## src/rtl/sram_arbiter_pkg.sv

```systemverilog
// Shared definitions for the two-master SRAM-like port arbiter.
package sram_arb_pkg;

    // Address-phase routing state: free arbitration, or stuck on one master
    // until the downstream port accepts its request.
    typedef enum logic {
        ARB  = 1'b0,
        HOLD = 1'b1
    } arb_state_t;

    // Master identifiers, also the payload stored in the order queue.
    localparam logic INST = 1'b0;
    localparam logic DATA = 1'b1;

    localparam int unsigned DEFAULT_MAX_OUTSTANDING = 4;

endpackage

```

## src/rtl/sram_arbiter_if.sv

```systemverilog
// SRAM-like bus: req/addr_ok address phase, data_ok/rdata data phase.
interface sram_arbiter_if;

    logic        req;
    logic        wr;
    logic [1:0]  size;
    logic [3:0]  wstrb;
    logic [31:0] addr;
    logic [31:0] wdata;
    logic        addr_ok;
    logic        data_ok;
    logic [31:0] rdata;

    // Requesting side of the bus.
    modport master (
        output req, wr, size, wstrb, addr, wdata,
        input  addr_ok, data_ok, rdata
    );

    // Responding side of the bus.
    modport slave (
        input  req, wr, size, wstrb, addr, wdata,
        output addr_ok, data_ok, rdata
    );

endinterface

```

## src/rtl/sram_arbiter_order_fifo.sv

```systemverilog
// 1-bit-wide FIFO recording which master owns each outstanding request.
module arb_order_fifo #(
    parameter int unsigned DEPTH = 4
) (
    input  logic clk,
    input  logic rst,
    input  logic push,
    input  logic pop,
    input  logic din,
    output logic head,
    output logic full,
    output logic empty
);

    localparam int unsigned PTR_W = $clog2(DEPTH);
    localparam int unsigned CNT_W = $clog2(DEPTH + 1);

    logic             store [DEPTH];
    logic [PTR_W-1:0] wr_ptr;
    logic [PTR_W-1:0] rd_ptr;
    logic [CNT_W-1:0] count;
    logic             do_push;
    logic             do_pop;

    assign full    = (count == CNT_W'(DEPTH));
    assign empty   = (count == '0);
    assign do_pop  = pop && !empty;
    // A pop in the same cycle frees the slot a push into a full queue needs.
    assign do_push = push && (!full || do_pop);
    assign head    = store[rd_ptr];

    // Pointer and occupancy tracking; pointers wrap naturally (DEPTH is 2^n).
    always_ff @(posedge clk or posedge rst) begin
        if (rst) begin
            wr_ptr <= '0;
            rd_ptr <= '0;
            count  <= '0;
        end else begin
            if (do_push) begin
                wr_ptr <= wr_ptr + PTR_W'(1);
            end
            if (do_pop) begin
                rd_ptr <= rd_ptr + PTR_W'(1);
            end
            case ({do_push, do_pop})
                2'b10:   count <= count + CNT_W'(1);
                2'b01:   count <= count - CNT_W'(1);
                default: count <= count;
            endcase
        end
    end

    // Entry storage; contents are only observed while count is non-zero.
    always_ff @(posedge clk) begin
        if (do_push) begin
            store[wr_ptr] <= din;
        end
    end

endmodule

```

## src/rtl/sram_arbiter.sv

```systemverilog
// Shares one SRAM-like port between the instruction and data masters.
// Data has fixed priority; a stalled request is held until accepted and
// responses are steered back in issue order via a small ID queue.
module sram_arbiter
    import sram_arb_pkg::*;
#(
    parameter int unsigned MAX_OUTSTANDING = DEFAULT_MAX_OUTSTANDING
) (
    input  logic          clk,
    input  logic          rst,
    sram_arbiter_if.slave  inst,
    sram_arbiter_if.slave  data,
    sram_arbiter_if.master mem,
    output logic          err_orphan
);

    arb_state_t state;
    logic       hold_id;
    logic       win_id;
    logic       grant_req;
    logic       q_push;
    logic       q_pop;
    logic       q_head;
    logic       q_full;
    logic       q_empty;

    // Pick the routed master: held master in HOLD, else data-over-inst when room remains.
    always_comb begin
        win_id    = INST;
        grant_req = 1'b0;
        if (!rst) begin
            if (state == HOLD) begin
                win_id    = hold_id;
                grant_req = (hold_id == DATA) ? data.req : inst.req;
            end else if (!q_full) begin
                if (data.req) begin
                    win_id    = DATA;
                    grant_req = 1'b1;
                end else if (inst.req) begin
                    win_id    = INST;
                    grant_req = 1'b1;
                end
            end
        end
    end

    assign mem.req   = grant_req;
    assign mem.wr    = (win_id == DATA) ? data.wr    : inst.wr;
    assign mem.size  = (win_id == DATA) ? data.size  : inst.size;
    assign mem.wstrb = (win_id == DATA) ? data.wstrb : inst.wstrb;
    assign mem.addr  = (win_id == DATA) ? data.addr  : inst.addr;
    assign mem.wdata = (win_id == DATA) ? data.wdata : inst.wdata;

    assign inst.addr_ok = grant_req && mem.addr_ok && (win_id == INST);
    assign data.addr_ok = grant_req && mem.addr_ok && (win_id == DATA);

    assign q_push = grant_req && mem.addr_ok;
    assign q_pop  = mem.data_ok && !q_empty && !rst;

    assign inst.data_ok = q_pop && (q_head == INST);
    assign data.data_ok = q_pop && (q_head == DATA);

    assign inst.rdata = mem.rdata;
    assign data.rdata = mem.rdata;

    arb_order_fifo #(
        .DEPTH (MAX_OUTSTANDING)
    ) u_fifo (
        .clk   (clk),
        .rst   (rst),
        .push  (q_push),
        .pop   (q_pop),
        .din   (win_id),
        .head  (q_head),
        .full  (q_full),
        .empty (q_empty)
    );

    // Latch the stalled master on an unaccepted request; release on acceptance.
    always_ff @(posedge clk or posedge rst) begin
        if (rst) begin
            state   <= ARB;
            hold_id <= INST;
        end else begin
            case (state)
                ARB: begin
                    if (grant_req && !mem.addr_ok) begin
                        hold_id <= win_id;
                        state   <= HOLD;
                    end
                end
                HOLD: begin
                    if (mem.addr_ok) begin
                        state <= ARB;
                    end
                end
                default: state <= ARB;
            endcase
        end
    end

    // Sticky flag for a response arriving with nothing outstanding.
    always_ff @(posedge clk or posedge rst) begin
        if (rst) begin
            err_orphan <= 1'b0;
        end else if (mem.data_ok && q_empty) begin
            err_orphan <= 1'b1;
        end
    end

endmodule

```

## src/flat_wrapper.sv

```systemverilog
// flat-port wrapper written by rule: the top's interface ports become plain ports
module sram_arbiter_flat import sram_arb_pkg::*;
#(
    parameter int unsigned MAX_OUTSTANDING = DEFAULT_MAX_OUTSTANDING
)
  (clk, rst, err_orphan, inst_req, inst_wr, inst_size, inst_wstrb, inst_addr, inst_wdata, inst_addr_ok, inst_data_ok, inst_rdata, data_req, data_wr, data_size, data_wstrb, data_addr, data_wdata, data_addr_ok, data_data_ok, data_rdata, mem_req, mem_wr, mem_size, mem_wstrb, mem_addr, mem_wdata, mem_addr_ok, mem_data_ok, mem_rdata);
  sram_arbiter_if inst_i ();
  sram_arbiter_if data_i ();
  sram_arbiter_if mem_i ();
  input  logic clk;
  input  logic rst;
  output logic err_orphan;
  input wire logic [$bits(inst_i.req)-1:0] inst_req;
  input wire logic [$bits(inst_i.wr)-1:0] inst_wr;
  input wire logic [$bits(inst_i.size)-1:0] inst_size;
  input wire logic [$bits(inst_i.wstrb)-1:0] inst_wstrb;
  input wire logic [$bits(inst_i.addr)-1:0] inst_addr;
  input wire logic [$bits(inst_i.wdata)-1:0] inst_wdata;
  output wire logic [$bits(inst_i.addr_ok)-1:0] inst_addr_ok;
  output wire logic [$bits(inst_i.data_ok)-1:0] inst_data_ok;
  output wire logic [$bits(inst_i.rdata)-1:0] inst_rdata;
  input wire logic [$bits(data_i.req)-1:0] data_req;
  input wire logic [$bits(data_i.wr)-1:0] data_wr;
  input wire logic [$bits(data_i.size)-1:0] data_size;
  input wire logic [$bits(data_i.wstrb)-1:0] data_wstrb;
  input wire logic [$bits(data_i.addr)-1:0] data_addr;
  input wire logic [$bits(data_i.wdata)-1:0] data_wdata;
  output wire logic [$bits(data_i.addr_ok)-1:0] data_addr_ok;
  output wire logic [$bits(data_i.data_ok)-1:0] data_data_ok;
  output wire logic [$bits(data_i.rdata)-1:0] data_rdata;
  output wire logic [$bits(mem_i.req)-1:0] mem_req;
  output wire logic [$bits(mem_i.wr)-1:0] mem_wr;
  output wire logic [$bits(mem_i.size)-1:0] mem_size;
  output wire logic [$bits(mem_i.wstrb)-1:0] mem_wstrb;
  output wire logic [$bits(mem_i.addr)-1:0] mem_addr;
  output wire logic [$bits(mem_i.wdata)-1:0] mem_wdata;
  input wire logic [$bits(mem_i.addr_ok)-1:0] mem_addr_ok;
  input wire logic [$bits(mem_i.data_ok)-1:0] mem_data_ok;
  input wire logic [$bits(mem_i.rdata)-1:0] mem_rdata;
  assign inst_i.req = inst_req;
  assign inst_i.wr = inst_wr;
  assign inst_i.size = inst_size;
  assign inst_i.wstrb = inst_wstrb;
  assign inst_i.addr = inst_addr;
  assign inst_i.wdata = inst_wdata;
  assign inst_addr_ok = inst_i.addr_ok;
  assign inst_data_ok = inst_i.data_ok;
  assign inst_rdata = inst_i.rdata;
  assign data_i.req = data_req;
  assign data_i.wr = data_wr;
  assign data_i.size = data_size;
  assign data_i.wstrb = data_wstrb;
  assign data_i.addr = data_addr;
  assign data_i.wdata = data_wdata;
  assign data_addr_ok = data_i.addr_ok;
  assign data_data_ok = data_i.data_ok;
  assign data_rdata = data_i.rdata;
  assign mem_req = mem_i.req;
  assign mem_wr = mem_i.wr;
  assign mem_size = mem_i.size;
  assign mem_wstrb = mem_i.wstrb;
  assign mem_addr = mem_i.addr;
  assign mem_wdata = mem_i.wdata;
  assign mem_i.addr_ok = mem_addr_ok;
  assign mem_i.data_ok = mem_data_ok;
  assign mem_i.rdata = mem_rdata;
  sram_arbiter #(.MAX_OUTSTANDING(MAX_OUTSTANDING)) u_core (.clk(clk), .rst(rst), .inst(inst_i), .data(data_i), .mem(mem_i), .err_orphan(err_orphan));
endmodule
```

## config.mk

```make
export PLATFORM = sky130hd
export DESIGN_NAME = sram_arbiter_flat
export DESIGN_NICKNAME = d
export VERILOG_FILES = /design/src/rtl/sram_arbiter_pkg.sv /design/src/rtl/sram_arbiter_if.sv /design/src/rtl/sram_arbiter_order_fifo.sv /design/src/rtl/sram_arbiter.sv /design/src/flat_wrapper.sv
export SDC_FILE = /design/constraint.sdc
export NUM_CORES = 1
export LEC_CHECK = 0
export CAP_MARGIN = 20
export CORE_AREA = 4 4 122 124
export CTS_CLUSTER_SIZE = 14
export DETAILED_ROUTE_END_ITERATION = 7
export DIE_AREA = 0 0 126 128
export GPL_TIMING_DRIVEN = 0
export MAX_ROUTING_LAYER = met4
export RECOVER_POWER = 100
export SYNTH_ARGS = -nofsm -noshare
export SYNTH_HDL_FRONTEND = slang
export SYNTH_SLANG_ARGS = --single-unit
```

## constraint.sdc

```tcl
create_clock -name clk -period 2.7 [get_ports clk]
set_input_delay 0.81 -clock clk [delete_from_list [all_inputs] [get_ports clk]]
set_output_delay 0.81 -clock clk [all_outputs]
set_load 0.005 [all_outputs]
```

==> results.py <==
metrics = {
    "global_routing": {
        "grt_pass1_wl_mm": 19.0,
        "grt_max_degree": 11,
        "grt_usage_pct": 15.7,
        "gr-total-overflow": 0,
        "antenna_found_initial": 0,
        "grt_pass1_vias": 2887,
    },
    "clock_tree": {
        "cts_buffer_depth": 2,
        "cts_num_sinks": 14,
        "clockRootBuffer": "clkbuf_16",
        "clk_pin_slew_ps": 50,
        "clk_latency_ps": 240,
        "cts_buffers": 3,
        "htree_levels": 1,
        "cts_hold_buf": 0,
        "cts_tree": "done",
    },
    "placed_design": {
        "place_ws_ps": -1060,
        "place_congestion": 0.889,
        "portBuffers": 288,
        "dp.cells": 674,
        "dp_hpwl_mm": 11.1,
    },
    "worst_setup_path": {
        "rr_endpoint": "u_core.u_fifo.count[2]",
        "critPathSlowestCell": "dfrtp_2",
        "reg2regPathDepth": 11,
        "cpMostUsedCell": "buf_6",
        "critPathCaptureType": "output port",
        "crit_arrival_ps": 2150,
        "reg2reg_from": "u_core.u_fifo.count[2]",
        "path_cells": "or3b_4, nand3b_1, a21oi_4, buf_4, buf_6, buf_12, mux2_4, buf_6",
        "startpoint_type": "flip-flop",
        "critPathRequiredTime_ps": 1890,
        "crit_type": "reg2out",
        "slowest_delay_ps": 400,
        "crit_fanout": 5,
        "r2r_slack_ps": 220,
    },
    "sta": {
        "finalClockSkew_ps": 4.00,
        "setup_ws_ps": -258,
        "relSlewSlack_pct": 62.9,
        "period_share_pct": 110,
        "rsz0062_at_grt": "yes",
        "finalMaxSlewViolations": 0,
        "tightest_slew_ps": 556,
        "finalSetupViolCount": 74,
        "max_freq_mhz": 338,
        "hold_violations": 0,
        "min_period_ps": 2960,
    },
    "logic_synthesis": {
        "yosys.cell_count.top_type": "buf_4",
        "synth_top_family_by_area": "multiplexers",
        "synth_area_um2": 2380,
        "yosysSeqAreaShare_pct": 15.6,
        "avgSynthCellArea_um2": 11.5,
        "yosys-top-cells-area": "mux2_4 36%, buf_4 20%, dfrtp_1 11%",
        "synth_xor_area_share_pct": 2.21,
        "ys_ff_latch": 14,
        "synth_edf_count": 4,
        "synthAdderAreaFrac_pct": 3.47,
        "synth_compound_area_share_pct": 1.26,
        "synth_common_cells": "64 x buf_4, 57 x mux2_4, 18 x mux2_2",
        "syn-instance-count": 206,
        "synth_top_area_share_pct": 36.0,
        "syn_nets": 392,
        "synth_area_leader_cell": "mux2_4",
        "synth-simple-area-share_pct": 5.79,
        "synthMuxAreaShare_pct": 45.5,
        "synthArstFlopShare_pct": 71.4,
        "ys.flop_type": "dfrtp_1",
        "yosysUniqueCellTypes": 31,
        "ys.warnings.count": 0,
    },
    "layout": {
        "regArea_um2": 372,
        "nFillCells": 1336,
        "nets": 727,
        "multi_input_area_um2": 1490,
        "layout-drive-gt1-share_pct": 51.3,
        "diodes": 0,
        "syn2layout_area_growth_pct": 163,
        "fin_cells": 720,
    },
    "floorplanning": {
        "start_util_pct": 17.3,
        "core_um2": 13800,
        "rows": 43,
        "dieArea_um2": 16100,
        "ioPinCount": 321,
        "die_w_um": 126,
        "dieHeight_um": 128,
    },
    "worst_hold_path": {
        "holdPathEnd": "u_core.err_orphan",
        "hp-class": "reg2reg",
        "min_from": "u_core.err_orphan",
        "whs_path_depth": 1,
    },
    "power_and_ir_drop": {
        "power_frac_comb_pct": 75.7,
        "ir_drop_mv": 0.416,
        "pwr-share-clk_pct": 10.7,
        "total_power_mw": 2.60,
        "sw_frac_of_total_pct": 29.5,
        "power_leakage_nw": 2.81,
        "intPower_mw": 1.84,
        "power.density_nw_per_um2": 416,
        "p_seq_share_pct": 13.6,
        "p_switching_mw": 0.768,
    },
    "drt": {
        "drt_iter0_markers": 76,
        "ant_nets": 0,
        "wl_mm": 13.5,
        "vias": 2738,
        "firstDrtPassIters": 4,
        "vias_per_cell": 3.80,
        "drc": 0,
        "avgRoutedWirePerCell_um": 18.7,
    },
    "status": {
        "violations": "setup timing",
        "outcome": "finished, violations left",
    },
    "run": {
        "cap_violations": 0,
    },
}
[what timing repair did]
| action | 4_1_cts | 5_1_grt |
|---|---|---|
| gates resized for setup | 458 | 8 |
| pin swaps | 6 | 5 |
| setup endpoints to repair | 79 | 75 |
| setup buffers | 37 | 5 |
| cloned | 3 | 0 |
[critical path: cells and delay by family, from the launching register on]
family,cells,cell delay [ps]
flip-flops,1,400
buffers and inverters,4,520
multiplexers,1,340
AND/OR/NAND/NOR,2,530
AO/OA/AOI/OAI,1,100
[routing by layer]
layer / share of wire (%) / track usage (%) / up-vias
met1: 42 / 19.9 / 1290
met2: 50 / 26.5 / 119
li1: - / - / 1321
met4: 0.93 / 1.96 / 0
met5: 0 / - / -
met3: 7.1 / 3.21 / 8
[state kept, by name, summed over array words and instances, names as in the netlist]
register              count
u_core.u_fifo.count       3
u_core.u_fifo.rd_ptr      2
u_core.err_orphan         1
u_core.u_fifo.store       4
u_core.hold_id            1
u_core.u_fifo.wr_ptr      2
u_core.state              1
[kinds of logic after synthesis]
| logic type | after synthesis |
|---|---|
| buf+inv | 76 |
| mux | 76 |
| simple gates | 24 |
| flops | 14 |
| xor+xnor | 6 |
| fa+ha+maj | 6 |
| compound gates | 4 |
[final cells by class]
cell class,instances,share of cell area (%)
timing repair buffer,331,55.3
clock buffer,3,1.20
buffer,71,9.91
multi-input combinational,116,23.8
inverter,4,0.260
tap,180,3.60
clock inverter,1,0.0600
sequential,14,5.94
[worst max path at each step]
stage	start	to	slack [ps]	cells after the start
2_1_floorplan	rst	u_core.u_fifo.count[2]	20	9
3_3_place_gp	data_req	mem_addr[14]	-1050	7
3_5_place_dp	data_req	mem_addr[14]	-1060	7
4_1_cts	u_core.u_fifo.count[1]	mem_addr[5]	-320	9
5_1_grt	u_core.u_fifo.count[0]	mem_addr[31]	-300	8
6_report	u_core.u_fifo.count[0]	mem_addr[26]	-260	8
[placed cells by master (no fill, tap or decap), drive strengths merged, types with 2 or more instances in the layout]
cell,n
mux2,75
ha,5
clkbuf,9
buf,185
nand2,3
xnor2,4
nor3b,2
clkdlybuf4s50,207
and2,5
nor2,5
dfrtp,10
dlygate4sd2,2
edfxtp,4
xor2,2
inv,3
[power groups by stage]
stage               Combinational (mW)  Clock (mW)  Sequential [mW]
finish                            1.97       0.279            0.353
global route                      2.09       0.297            0.365
CTS                               2.00       0.286            0.352
detailed placement                1.54           0            0.375
global placement                  1.53           0            0.367
floorplan                        0.749           0            0.357
[through the flow]
stage / hold WS (ps) / cell area [µm²] / TNS [ps] / utilization, %
floorplan: 451 / 2380 / 0 / -
global placement: 448 / 5490 / -76060 / 39.8
detailed placement: 447 / 5490 / -76740 / 39.8
CTS: 462 / 6270 / -14220 / 45.5
global route: 479 / 6260 / -17220 / 45.4
finish: 457 / 6260 / -13650 / 45.4
(Power assumes the default switching activity.)
